===== src/rtl/key_menu_fsm.sv =====
// key_menu_fsm -- front-panel key controller for the clock/calendar and its
// alarm channels. Turns five debounced key levels into a registered
// mode/field state machine with single-cycle adjust/commit/abort strobes.
//
// Optional feature macro: AUTO_REPEAT_EN (UP/DOWN auto-repeat while held in
// an edit mode). Without it, each press gives exactly one strobe.
//
// Ports:
//   CLK             in   system clock
//   RESET           in   synchronous, active-high reset
//   KEY[4:0]        in   key levels: [4]MENU [3]SET [2]CANCEL [1]UP [0]DOWN
//   IN_MERIDIAN     in   1 = 12-hour display active (MERIDIAN field exists)
//   MODE[1:0]       out  00 CUR, 01 CUR_EDIT, 10 ALARM_VIEW, 11 ALARM_EDIT
//   FLAG[2:0]       out  000 NO, 001 VIEW_ALARM, 100 EDIT, 101 ALARM_EDIT,
//                        110 DONE, 111 CANCEL
//   CONT[2:0]       out  field cursor (HOUR/MIN/SEC/MERIDIAN/YEAR/MONTH/DAY)
//   ALARM_SEL       out  selected alarm channel
//   ALARM_EN        out  per-alarm armed bits
//   UP_PULSE        out  one-cycle increment strobe for field CONT
//   DOWN_PULSE      out  one-cycle decrement strobe for field CONT
//   COMMIT          out  one-cycle strobe: latch edited value
//   ABORT           out  one-cycle strobe: discard edited value
//   TOGGLE_MERIDIAN out  one-cycle strobe: flip 12/24-hour display
module key_menu_fsm #(
  parameter int unsigned NUM_ALARMS   = 4,
  parameter int unsigned ALARM_W      = 2,
  parameter int unsigned EDIT_TIMEOUT = 1000,
  parameter int unsigned VIEW_TIMEOUT = 300,
  parameter int unsigned CNT_W        = 16,
  parameter int unsigned REPEAT_DELAY = 500,
  parameter int unsigned REPEAT_RATE  = 100
) (
  input  logic                  CLK,
  input  logic                  RESET,
  input  logic [4:0]            KEY,
  input  logic                  IN_MERIDIAN,
  output logic [1:0]            MODE,
  output logic [2:0]            FLAG,
  output logic [2:0]            CONT,
  output logic [ALARM_W-1:0]    ALARM_SEL,
  output logic [NUM_ALARMS-1:0] ALARM_EN,
  output logic                  UP_PULSE,
  output logic                  DOWN_PULSE,
  output logic                  COMMIT,
  output logic                  ABORT,
  output logic                  TOGGLE_MERIDIAN
);

  localparam int unsigned K_MENU   = 4;
  localparam int unsigned K_SET    = 3;
  localparam int unsigned K_CANCEL = 2;
  localparam int unsigned K_UP     = 1;
  localparam int unsigned K_DOWN   = 0;

  localparam logic [2:0] C_NO    = 3'b000;
  localparam logic [2:0] C_HOUR  = 3'b001;
  localparam logic [2:0] C_MIN   = 3'b010;
  localparam logic [2:0] C_SEC   = 3'b011;
  localparam logic [2:0] C_MER   = 3'b100;
  localparam logic [2:0] C_YEAR  = 3'b101;
  localparam logic [2:0] C_MONTH = 3'b110;
  localparam logic [2:0] C_DAY   = 3'b111;

  localparam logic [2:0] F_NO     = 3'b000;
  localparam logic [2:0] F_VIEW   = 3'b001;
  localparam logic [2:0] F_EDIT   = 3'b100;
  localparam logic [2:0] F_AEDIT  = 3'b101;
  localparam logic [2:0] F_DONE   = 3'b110;
  localparam logic [2:0] F_CANCEL = 3'b111;

  // The *_DONE / *_CANC states are the one-cycle DONE/CANCEL flag phase
  // that follows leaving an edit mode; MODE still shows the edit mode.
  typedef enum logic [2:0] {
    S_CUR, S_CEDIT, S_AVIEW, S_AEDIT,
    S_CE_DONE, S_CE_CANC, S_AE_DONE, S_AE_CANC
  } state_e;

  state_e                  state_q, state_d;
  logic [4:0]              key_q;
  logic [CNT_W-1:0]        cnt_q, cnt_d;
  logic [1:0]              mode_q, mode_d;
  logic [2:0]              flag_q, flag_d;
  logic [2:0]              cont_q, cont_d;
  logic [ALARM_W-1:0]      sel_q, sel_d;
  logic [NUM_ALARMS-1:0]   en_q, en_d;
  logic                    up_q, up_d, dn_q, dn_d;
  logic                    commit_q, commit_d, abort_q, abort_d, tog_q, tog_d;

  logic [4:0]              press;
  logic                    key_ok, edit_to, view_to, rep_fire, counting, do_set;
  logic [NUM_ALARMS-1:0]   sel_oh;

  assign press   = KEY & ~key_q;
  // Only a single new press with no other key held is a command.
  assign key_ok  = $onehot(press) && $onehot(KEY);
  assign edit_to = (cnt_q == CNT_W'(EDIT_TIMEOUT - 1));
  assign view_to = (cnt_q == CNT_W'(VIEW_TIMEOUT - 1));
  assign counting = (state_q == S_CEDIT) || (state_q == S_AVIEW) || (state_q == S_AEDIT);

`ifdef AUTO_REPEAT_EN
  logic [CNT_W-1:0] rep_q, rep_d;
  logic             hold_ok;

  // rep_q counts held cycles; after a repeat it is reloaded so the next
  // repeat lands REPEAT_RATE cycles later using the same compare value.
  assign hold_ok  = (KEY == key_q) && ((KEY == 5'b00010) || (KEY == 5'b00001)) &&
                    ((state_q == S_CEDIT) || (state_q == S_AEDIT));
  assign rep_fire = hold_ok && (rep_q == CNT_W'(REPEAT_DELAY - 1));

  always_comb begin
    rep_d = '0;
    if (hold_ok) rep_d = rep_fire ? CNT_W'(REPEAT_DELAY - REPEAT_RATE) : rep_q + CNT_W'(1);
  end

  always_ff @(posedge CLK) begin
    if (RESET) rep_q <= '0;
    else       rep_q <= rep_d;
  end
`else
  assign rep_fire = 1'b0;
`endif

  function automatic logic [2:0] next_cur(input logic [2:0] c, input logic im);
    case (c)
      C_HOUR:  next_cur = C_MIN;
      C_MIN:   next_cur = C_SEC;
      C_SEC:   next_cur = im ? C_MER : C_YEAR;
      C_MER:   next_cur = C_YEAR;
      C_YEAR:  next_cur = C_MONTH;
      C_MONTH: next_cur = C_DAY;
      default: next_cur = C_HOUR;
    endcase
  endfunction

  function automatic logic [2:0] next_alarm(input logic [2:0] c, input logic im);
    case (c)
      C_HOUR:  next_alarm = C_MIN;
      C_MIN:   next_alarm = im ? C_MER : C_HOUR;
      default: next_alarm = C_HOUR;
    endcase
  endfunction

  always_comb begin
    sel_oh = '0;
    for (int unsigned i = 0; i < NUM_ALARMS; i++)
      if (ALARM_W'(i) == sel_q) sel_oh[i] = 1'b1;
  end

  always_comb begin
    state_d  = state_q;
    cont_d   = cont_q;
    sel_d    = sel_q;
    en_d     = en_q;
    up_d     = 1'b0;
    dn_d     = 1'b0;
    commit_d = 1'b0;
    abort_d  = 1'b0;
    tog_d    = 1'b0;
    do_set   = 1'b0;
    mode_d   = 2'b00;
    flag_d   = F_NO;
    cnt_d    = '0;

    case (state_q)
      S_CUR: begin
        if (key_ok) begin
          if (KEY[K_MENU]) begin
            state_d = S_AVIEW;
            sel_d   = '0;
          end else if (KEY[K_SET]) begin
            state_d = S_CEDIT;
            cont_d  = C_HOUR;
          end else if (KEY[K_CANCEL]) begin
            tog_d = 1'b1;
          end
        end
      end
      S_CEDIT, S_AEDIT: begin
        if (key_ok) begin
          if (KEY[K_MENU])
            cont_d = (state_q == S_CEDIT) ? next_cur(cont_q, IN_MERIDIAN)
                                          : next_alarm(cont_q, IN_MERIDIAN);
          else if (KEY[K_UP])   up_d = 1'b1;
          else if (KEY[K_DOWN]) dn_d = 1'b1;
          else if (KEY[K_SET])  do_set = 1'b1;
          else begin
            abort_d = 1'b1;
            state_d = (state_q == S_CEDIT) ? S_CE_CANC : S_AE_CANC;
          end
        end else if (rep_fire) begin
          up_d = KEY[K_UP];
          dn_d = KEY[K_DOWN];
        end else if (edit_to) begin
          do_set = 1'b1;
        end
        if (do_set) begin
          commit_d = 1'b1;
          if (state_q == S_CEDIT) begin
            state_d = S_CE_DONE;
          end else begin
            state_d = S_AE_DONE;
            en_d    = en_q | sel_oh;
          end
        end
      end
      S_AVIEW: begin
        if (key_ok) begin
          if (KEY[K_MENU]) begin
            if (sel_q == ALARM_W'(NUM_ALARMS - 1)) begin
              state_d = S_CUR;
              sel_d   = '0;
            end else begin
              sel_d = sel_q + ALARM_W'(1);
            end
          end else if (KEY[K_SET]) begin
            state_d = S_AEDIT;
            cont_d  = C_HOUR;
          end else if (KEY[K_CANCEL]) begin
            en_d = en_q ^ sel_oh;
          end
        end else if (view_to) begin
          state_d = S_CUR;
          sel_d   = '0;
        end
      end
      S_CE_DONE, S_CE_CANC: begin
        state_d = S_CUR;
        cont_d  = C_NO;
      end
      default: begin
        state_d = S_AVIEW;
        cont_d  = C_NO;
      end
    endcase

    // Registered MODE/FLAG are a pure decode of the next state.
    case (state_d)
      S_CUR:     begin mode_d = 2'b00; flag_d = F_NO;     end
      S_CEDIT:   begin mode_d = 2'b01; flag_d = F_EDIT;   end
      S_AVIEW:   begin mode_d = 2'b10; flag_d = F_VIEW;   end
      S_AEDIT:   begin mode_d = 2'b11; flag_d = F_AEDIT;  end
      S_CE_DONE: begin mode_d = 2'b01; flag_d = F_DONE;   end
      S_CE_CANC: begin mode_d = 2'b01; flag_d = F_CANCEL; end
      S_AE_DONE: begin mode_d = 2'b11; flag_d = F_DONE;   end
      default:   begin mode_d = 2'b11; flag_d = F_CANCEL; end
    endcase

    // A press (or repeat) beats a same-cycle timeout and restarts the count.
    if (counting && !key_ok && !rep_fire && (state_d == state_q))
      cnt_d = cnt_q + CNT_W'(1);
  end

  always_ff @(posedge CLK) begin
    if (RESET) begin
      state_q  <= S_CUR;
      key_q    <= '0;
      cnt_q    <= '0;
      mode_q   <= 2'b00;
      flag_q   <= F_NO;
      cont_q   <= C_NO;
      sel_q    <= '0;
      en_q     <= '0;
      up_q     <= 1'b0;
      dn_q     <= 1'b0;
      commit_q <= 1'b0;
      abort_q  <= 1'b0;
      tog_q    <= 1'b0;
    end else begin
      state_q  <= state_d;
      key_q    <= KEY;
      cnt_q    <= cnt_d;
      mode_q   <= mode_d;
      flag_q   <= flag_d;
      cont_q   <= cont_d;
      sel_q    <= sel_d;
      en_q     <= en_d;
      up_q     <= up_d;
      dn_q     <= dn_d;
      commit_q <= commit_d;
      abort_q  <= abort_d;
      tog_q    <= tog_d;
    end
  end

  assign MODE            = mode_q;
  assign FLAG            = flag_q;
  assign CONT            = cont_q;
  assign ALARM_SEL       = sel_q;
  assign ALARM_EN        = en_q;
  assign UP_PULSE        = up_q;
  assign DOWN_PULSE      = dn_q;
  assign COMMIT          = commit_q;
  assign ABORT           = abort_q;
  assign TOGGLE_MERIDIAN = tog_q;

endmodule


===== config.mk =====
export PLATFORM = sky130hd
export DESIGN_NAME = key_menu_fsm
export DESIGN_NICKNAME = d
export VERILOG_FILES = /design/src/rtl/key_menu_fsm.sv
export SDC_FILE = /design/constraint.sdc
export NUM_CORES = 1
export LEC_CHECK = 0
export CAP_MARGIN = 15
export CORE_MARGIN = 10
export CORE_UTILIZATION = 45
export CTS_CLUSTER_SIZE = 20
export DETAILED_ROUTE_END_ITERATION = 10
export GPL_ROUTABILITY_DRIVEN = 0
export GPL_TIMING_DRIVEN = 0
export PLACE_DENSITY = 0.64
export SLEW_MARGIN = 20
export SYNTH_ARGS = -nofsm -noshare
export SYNTH_HDL_FRONTEND = slang
export SYNTH_SLANG_ARGS = --single-unit

===== constraint.sdc =====
create_clock -name CLK -period 4.56 [get_ports CLK]
set_input_delay 0.456 -clock CLK [delete_from_list [all_inputs] [get_ports CLK]]
set_output_delay 0.456 -clock CLK [all_outputs]
set_load 0.05 [all_outputs]

==> impl_results.md, run 1 <==
* Final Cycle Share at 90.4%
* Initial core utilization at 46.8%
* Final Critical Period at 4.12 ns
* # DRC at 0
* TritonCTS clock tree: yes
* Largest family of logic cells by synthesized area: simple AND/OR/NAND/NOR gates
* Vias after detailed routing at 1,856
* IO Pins at 27
* Detailed-route wire length per cell at 13.3 um
* Register Area at 861 um^2
* Most used DFF post-synth: dfxtp_1
* First-pass GRT wire length at ~8400 um
* Class of the worst hold path: register to register
* Slew Viols, Final at 0
* Post-synthesis xor/xnor area fraction at 5.51%
* Slowest stage delay, CP at just under 0.6 ns
* Worst rel slew slack at 52.9%
* Adder-cell share of the synthesized area at 9.78%
* Worst setup endpoint: FLAG[0]$_SDFF_PP0_
* Power Density at 264 nW/um^2
* Hold buffers post-CTS at 0
* Synthesized cell area at 2230 um^2
* Setup crit end kind: register
* Routed WL at 4710 um
* Final std cells w/o fill at 355
* DRT Pass-1 Iters at 5
* Gr ovfl total at 0
* Netlist cell types at between 50 and 60
* Area of the die at about 8000 um^2
* EDFF count, synth at 0
* NumNets Final at 310
* IO Port Bufs at 25
* CP max FO at 8
* Synth async-reset ratio at 0%
* GRT Total Usage at 11.9%
* Initial antenna violation count at 0
* Clock buffer depth at 2
* Clock latency on the worst-skew pair at slightly below 0.3 ns
* Worst reg-to-reg path cell count at 11
* Max-cap violations at 0
* Synthesized Nets at 278
* Yosys Warn Count at 0
* Reg2reg start: key_q[0]$_SDFF_PP0_
* Mean Syn Cell Area at 8.73 um^2
* Area Overhead vs Synth at 18.9%
* CTS clock-pin slew for the worst setup and hold paths at 0.08 ns
* CORE AREA at ~4800 um^2
* Simple-gate share of the synthesized area at a little under a quarter
* Antenna cells at 0
* Post-DR vias/cell at 5.23
* R2R setup slack at 0.98 ns
* Worst R2R End: FLAG[0]$_SDFF_PP0_
* Arrival @ worst endpoint at 4.36 ns
* Synthesized instance count at 255
* RSZ-0062 raised after global routing: false
* Top Family by Delay on Critical Path: adder cells
* H-tree level count at 2
* Seq/Total Area, Yosys at between 30% and 40%
* Die W at 90.4 um
* Req. time, crit path at 4.79 ns
* Achievable clock frequency at approximately 240 MHz
* Cts repair resizes at 0
* Leak at about 0.9 nW
* Startpoint types: input pin
* Peak VDD IR at 149 uV
* Multi-input gate area at 1250 um^2
* Worst Path Buf+Inv at 4
* Largest net degree at the start of global routing at 13
* Post-synthesis mux area share at 1.85%
* Vias in the first global route at 1,833
* Status: finished, final reports clean
* FILL cells at 464
* Final Hold Fails at 0
* Hold path cells at 1
* Setup_tns at 0 ns
* ANT nets after route at 0
* Pin slew with the least headroom to its limit at 0.705 ns
* Critical Path Slowest Stage Cell: or4_4
* Root Driver: clkbuf_8
* Crit path top cell by count: inv_1
* Stages on the worst setup path at 13
* Placed Instances at around 350
* Yosys reg bits at between 40 and 50
* # clock sinks at 43
* Clock skew at 0.00731 ns
* Synth Area in Compound Gates at between 10% and 20%
* Crit Path Category: input pin to register
* Die height at 90.4 um
* Layout cells sized above 1 at ~6.6%
* Drt initial violations at 125
* FP Rows at 25
* Post-DP HPWL at between 3000 and 4000 um
* Num CTS Buffers at 5
* Final Setup Violations at 0
* Crit-path cells: clkdlybuf4s50_1, inv_1, nor2_1, fa_1, inv_1, fa_1, inv_1, ha_1, or4_4, nor3_2, a21oi_1, a221oi_1, mux2_2
* Setup Buffers After CTS at 0
* CP Launch Point: KEY[0]
-- placed cells by master (no fill, tap or decap), types with 2 or more instances in the layout --
cell / instances
ha_1: 11
inv_1: 23
xnor2_1: 6
mux2i_1: 3
o21a_1: 3
and3_1: 3
a221oi_1: 2
nor4_1: 5
nor4b_1: 2
clkdlybuf4s50_1: 25
nor2b_1: 2
a21oi_1: 16
nand4_1: 4
dfxtp_1: 43
xor2_1: 8
and4_1: 2
nor3b_1: 2
clkbuf_1: 7
nor3_1: 4
clkbuf_8: 5
nand2b_1: 4
nand3_1: 12
fa_1: 4
a211oi_1: 6
nand2_1: 9
and3b_1: 2
nor2_1: 42
o21ai_0: 4
or2_2: 3
-- how the worst min path moves through the flow --
stage	startpoint	to	slack (ns)
global placement	cnt_q[0]$_SDFF_PP0_	cnt_q[0]$_SDFF_PP0_	0.43
finish	cnt_q[0]$_SDFF_PP0_	cnt_q[0]$_SDFF_PP0_	0.45
floorplan	cnt_q[0]$_SDFF_PP0_	cnt_q[0]$_SDFF_PP0_	0.42
detailed placement	cnt_q[0]$_SDFF_PP0_	cnt_q[0]$_SDFF_PP0_	0.45
global route	cnt_q[0]$_SDFF_PP0_	cnt_q[0]$_SDFF_PP0_	0.48
CTS	cnt_q[0]$_SDFF_PP0_	cnt_q[0]$_SDFF_PP0_	0.46
-- logic make-up after synthesis --
group / Yosys count
compound gates: 46
xor+xnor: 14
fa+ha+maj: 15
buf+inv: 30
flops: 43
mux: 4
simple gates: 103
-- report_power, final --
group	internal, mW	leakage [nW]	total (mW)	switching, mW
clock network	0.107	0.0422	0.228	0.120
logic	0.0323	0.535	0.0880	0.0557
registers	0.381	0.348	0.382	0.00165
total	0.520	0.925	0.698	0.178
-- worst register-to-register path, cell delays in order, from the launching register on --
cell and delay, ns:
dfxtp_1 0.31, nor2_1 0.05, fa_1 0.53, inv_1 0.05, fa_1 0.40, inv_1 0.06
ha_1 0.23, or4_4 0.59, nor3_2 0.45, a21oi_1 0.18, a221oi_1 0.41, mux2_2 0.24
-- registers in the layout, summed over array words and instances (netlist names), 2 cells and up --
name,cells
cnt_q,16
key_q,5
ALARM_EN,4
CONT,3
FLAG,3
state_q,3
ALARM_SEL,2
MODE,2
-- layer usage --
| metal | share of wire (%) | track usage (%) | wire, um |
|---|---|---|---|
| met4 | 1.1 | 3.71 | 52 |
| met5 | 0 | 0 | 0 |
| met3 | 5.0 | 3.49 | 238 |
| met1 | 51 | 14.9 | 2380 |
| met2 | 43 | 19.2 | 2040 |
-- metrics by stage --
stage	utilization, %	setup WS (ns)	cell area, um^2	power [mW]	hold WS, ns
5_1_grt	55.7	0.120	2650	0.729	0.484
3_5_place_dp	53.9	0.185	2560	0.478	0.446
3_3_place_gp	53.9	0.187	2560	0.477	0.432
4_1_cts	55.6	0.475	2640	0.708	0.464
6_report	55.7	0.436	2650	0.698	0.454
2_1_floorplan	-	0.960	2230	0.454	0.417
-- cells in the mapped netlist, types with 2 or more instances --
| cell type | number | share of area, % |
|---|---|---|
| and4_1 | 2 | 0.79 |
| a211oi_1 | 6 | 2.0 |
| o21ai_0 | 4 | 0.90 |
| nand4_1 | 4 | 1.1 |
| and3_1 | 3 | 0.84 |
| and3b_1 | 2 | 0.79 |
| nand2b_1 | 4 | 1.1 |
| xnor2_1 | 6 | 2.4 |
| nand3_1 | 12 | 2.7 |
| mux2i_1 | 3 | 1.3 |
| dfxtp_1 | 43 | 39 |
| nor2_1 | 42 | 7.1 |
| nor3_1 | 4 | 0.90 |
| nand2_1 | 9 | 1.5 |
| nor4b_1 | 2 | 0.79 |
| fa_1 | 4 | 3.6 |
| or2_2 | 3 | 0.84 |
| nor4_1 | 5 | 1.4 |
| nor3b_1 | 3 | 1.0 |
| inv_1 | 23 | 3.9 |
| o21a_1 | 3 | 1.0 |
| xor2_1 | 8 | 3.1 |
| ha_1 | 11 | 6.2 |
| nor2b_1 | 2 | 0.56 |
| clkbuf_1 | 5 | 0.84 |
| a221oi_1 | 2 | 0.79 |
| a21oi_1 | 16 | 3.6 |
-- area by class of cell --
type | count | area share (%)
tap | 67 | 3.17
clock buffer | 7 | 2.88
sequential | 43 | 32.5
inverter | 23 | 3.26
timing repair buffer | 25 | 9.45
multi-input combinational | 182 | 47.2
buffer | 7 | 1.32
clock inverter | 1 | 0.189
Note: power is estimated with default switching activity, not from simulation.
==> run 2, diff against run 1 <==
--- a/config.mk
+++ b/config.mk
@@ -13,6 +13,7 @@
 export GPL_ROUTABILITY_DRIVEN = 0
 export GPL_TIMING_DRIVEN = 0
 export PLACE_DENSITY = 0.64
+export SETUP_SLACK_MARGIN = 0.05
 export SLEW_MARGIN = 20
 export SYNTH_ARGS = -nofsm -noshare
 export SYNTH_HDL_FRONTEND = slang
==> results of run 2 <==
Same layout as run 1: the final DEF is identical, and so are final timing and power.
==> run 3, diff against run 2 <==
--- a/config.mk
+++ b/config.mk
@@ -6,7 +6,7 @@
 export NUM_CORES = 1
 export LEC_CHECK = 0
 export CAP_MARGIN = 15
-export CORE_MARGIN = 10
+export CORE_MARGIN = 5
 export CORE_UTILIZATION = 45
 export CTS_CLUSTER_SIZE = 20
 export DETAILED_ROUTE_END_ITERATION = 10
==> constraint.sdc (replaced) <==
create_clock -name CLK -period 4.2 [get_ports CLK]
set_input_delay 0.42 -clock CLK [delete_from_list [all_inputs] [get_ports CLK]]
set_output_delay 0.42 -clock CLK [all_outputs]
set_load 0.05 [all_outputs]
==> run 3 against run 2 <==
Critical endpoint is now cnt_q[10]$_SDFF_PP0_. Worst setup slack got worse by 0.18 ns. Worst hold slack better by 0.0044 ns. Global-route usage is 4.3 points higher. Power is 11% higher. Register-to-register slack lost 0.28 ns. Sequential share of layout area down 0.62 points. Highest routed layer unchanged. Wire length rose by 1.2%. Clock skew shrank 0.0020 ns.
==> impl_results.md, run 3 (synthesis results as in run 1) <==
* Top Family by Delay on Critical Path: adder cells
* Initial core utilization at 46.8%
* Worst reg-to-reg path cell count at 12
* IO Port Bufs at 25
* Clock skew at between 0.005 and 0.006 ns
* Status: finished, final reports clean
* Worst rel slew slack at 55.6%
* Crit-path cells: clkdlybuf4s50_1, inv_2, nor2_1, fa_1, inv_1, fa_1, inv_1, ha_1, or4_4, o311ai_4, o21ai_0, a2111o_1, buf_6, nor2_1
* Num CTS Buffers at 5
* TritonCTS clock tree: yes
* Seq pwr share at 53.3%
* DP Area at between 2000 and 3000 um^2
* Slew Viols, Final at 0
* Number of flip-flops in the largest register at 16
* Req. time, crit path at around 4.4 ns
* Sw Pwr at ~0.21 mW
* Largest net degree at the start of global routing at 15
* Reg with most FFs: cnt_q
* Register Area at 861 um^2
* Final Hold Fails at 0
* Die height at 80.4 um
* Area Overhead vs Synth at 21.2%
* Clock latency on the worst-skew pair at 0.29 ns
* Achievable clock frequency at 253 MHz
* Antenna cells at 0
* Routed WL at 4770 um
* Max-cap violations at 0
* DRT Pass-1 Iters at 5
* Slowest stage delay, CP at 0.60 ns
* FP Rows at 25
* Gr ovfl total at 0
* Worst Path Buf+Inv at 5
* Power Density at a little under 300 nW/um^2
* Crit Path Category: input pin to register
* RSZ-0062 raised after global routing: false
* Vias after detailed routing at 1,878
* GR Util met2 at around 25%
* Initial antenna violation count at 0
* Post-DP HPWL at 3570 um
* Post-DR vias/cell at 5.25
* Leak at between 0.9 and 1 nW
* # DRC at 0
* IO Pins at 27
* Clock buffer depth at 2
* Routing usage on met1 at 22.0%
* Die W at 80.4 um
* First-pass GRT wire length at about 8200 um
* Worst hold start: cnt_q[0]$_SDFF_PP0_
* Worst R2R End: cnt_q[10]$_SDFF_PP0_
* Final Critical Period at 3.95 ns
* Arrival @ worst endpoint at 4.19 ns
* Reg2reg start: key_q[0]$_SDFF_PP0_
* Layout cells sized above 1 at 8.93%
* Most frequent cells in the layout: 43 x dfxtp_1, 42 x nor2_1, 23 x clkdlybuf4s50_1
* Hold buffers post-CTS at 0
* Multi-input gate area at 1270 um^2
* Clk pwr share at 33.5%
* # clock sinks at 43
* Drt initial violations at 86
* FILL cells at 450
* NumNets Final at 313
* Comb pwr share at 13.2%
* Fin Hold WS at approximately 0.46 ns
* Detailed-route wire length per cell at ~13 um
* R2R setup slack at ~0.70 ns
* Class of the worst hold path: register to register
* CORE AREA at around 4800 um^2
* Setup crit end kind: register
* CTS clock-pin slew for the worst setup and hold paths at 0.08 ns
* CP Launch Point: KEY[0]
* Peak VDD IR at 220 uV
* Area of the die at 6460 um^2
* GRT Total Usage at between 15 and 20%
* Final instance area at between 2000 and 3000 um^2
* Pin slew with the least headroom to its limit at 0.665 ns
* Root Driver: clkbuf_8
* Sw frac at between 20 and 30%
* Most Crowded Layer GR: met2
* Most common cell after layout, fill and taps aside: dfxtp_1
* Pint at 0.567 mW
* ANT nets after route at 0
* CP max FO at 10
* Final Setup Violations at 0
* Hold path cells at 1
* H-tree level count at 2
* Startpoint types: input pin
* Final Cycle Share at between 90% and 100%
* Critical Path Slowest Stage Cell: or4_4
* Vias in the first global route at 1,802
* Met3 Track Usage GR at 3.36%
* WHS Endpoint: cnt_q[0]$_SDFF_PP0_
## run 3: cell types whose count changed in the layout (fill, tap and decap cells not counted)
cell,before,now
clkinvlp_4,0,2
buf_4,0,3
clkbuf_1,7,5
o311ai_2,1,0
dlymetal6s2s_1,0,2
inv_1,23,21
nor3_2,1,0
o311ai_4,1,2
clkdlybuf4s50_1,25,23
nor3_4,0,1
inv_2,0,2
## run 3: how the worst max path moves through the flow
stage                            to  cells after the start  slack, ns
2_1_floorplan   cnt_q[9]$_SDFF_PP0_                     13       0.64
3_3_place_gp   cnt_q[15]$_SDFF_PP0_                     14      -0.14
3_5_place_dp   cnt_q[15]$_SDFF_PP0_                     14      -0.20
4_1_cts        cnt_q[10]$_SDFF_PP0_                     14       0.11
5_1_grt         cnt_q[8]$_SDFF_PP0_                     14       0.05
6_report       cnt_q[10]$_SDFF_PP0_                     14       0.25
## run 3: through the flow
step | setup WS (ns) | utilization [%] | power, mW | TNS, ns | std cells
after floorplan | 0.636 | - | 0.493 | 0 | 255
after global placement | -0.141 | 53.9 | 0.518 | -1.56 | 347
after detailed placement | -0.202 | 53.9 | 0.520 | -2.50 | 347
after CTS | 0.110 | 55.7 | 0.781 | 0 | 355
after global routing | 0.0485 | 56.8 | 0.818 | 0 | 358
final | 0.251 | 56.8 | 0.778 | 0 | 358
## run 3: area by class of cell
class | count | area share, %
clock buffers | 5 | 2.55
repair buffers | 28 | 10.3
multi-input cells | 182 | 46.9
flip-flops and latches | 43 | 31.9
clock inverters | 3 | 0.742
plain buffers | 7 | 1.30
well taps | 67 | 3.11
inverters | 23 | 3.20
## run 3: repair_timing
item,CTS,global route
buffers inserted,0,3
gates resized for setup,0,6
endpoints found under the setup margin,0,11
## run 3: layer usage
| metal | part of all wire [%] | routed length, um |
|---|---|---|
| met1 | 51 | 2430 |
| met2 | 45 | 2160 |
| met3 | 2.8 | 135 |
| met4 | 0.80 | 38 |
| met5 | 0 | 0 |
## run 3: power by group through the flow
stage	logic, mW	clock network [mW]	registers, mW
after floorplan	0.0607	0	0.432
after global placement	0.0931	0	0.425
after detailed placement	0.0955	0	0.425
after CTS	0.0962	0.269	0.415
after global routing	0.114	0.288	0.416
final	0.102	0.261	0.415
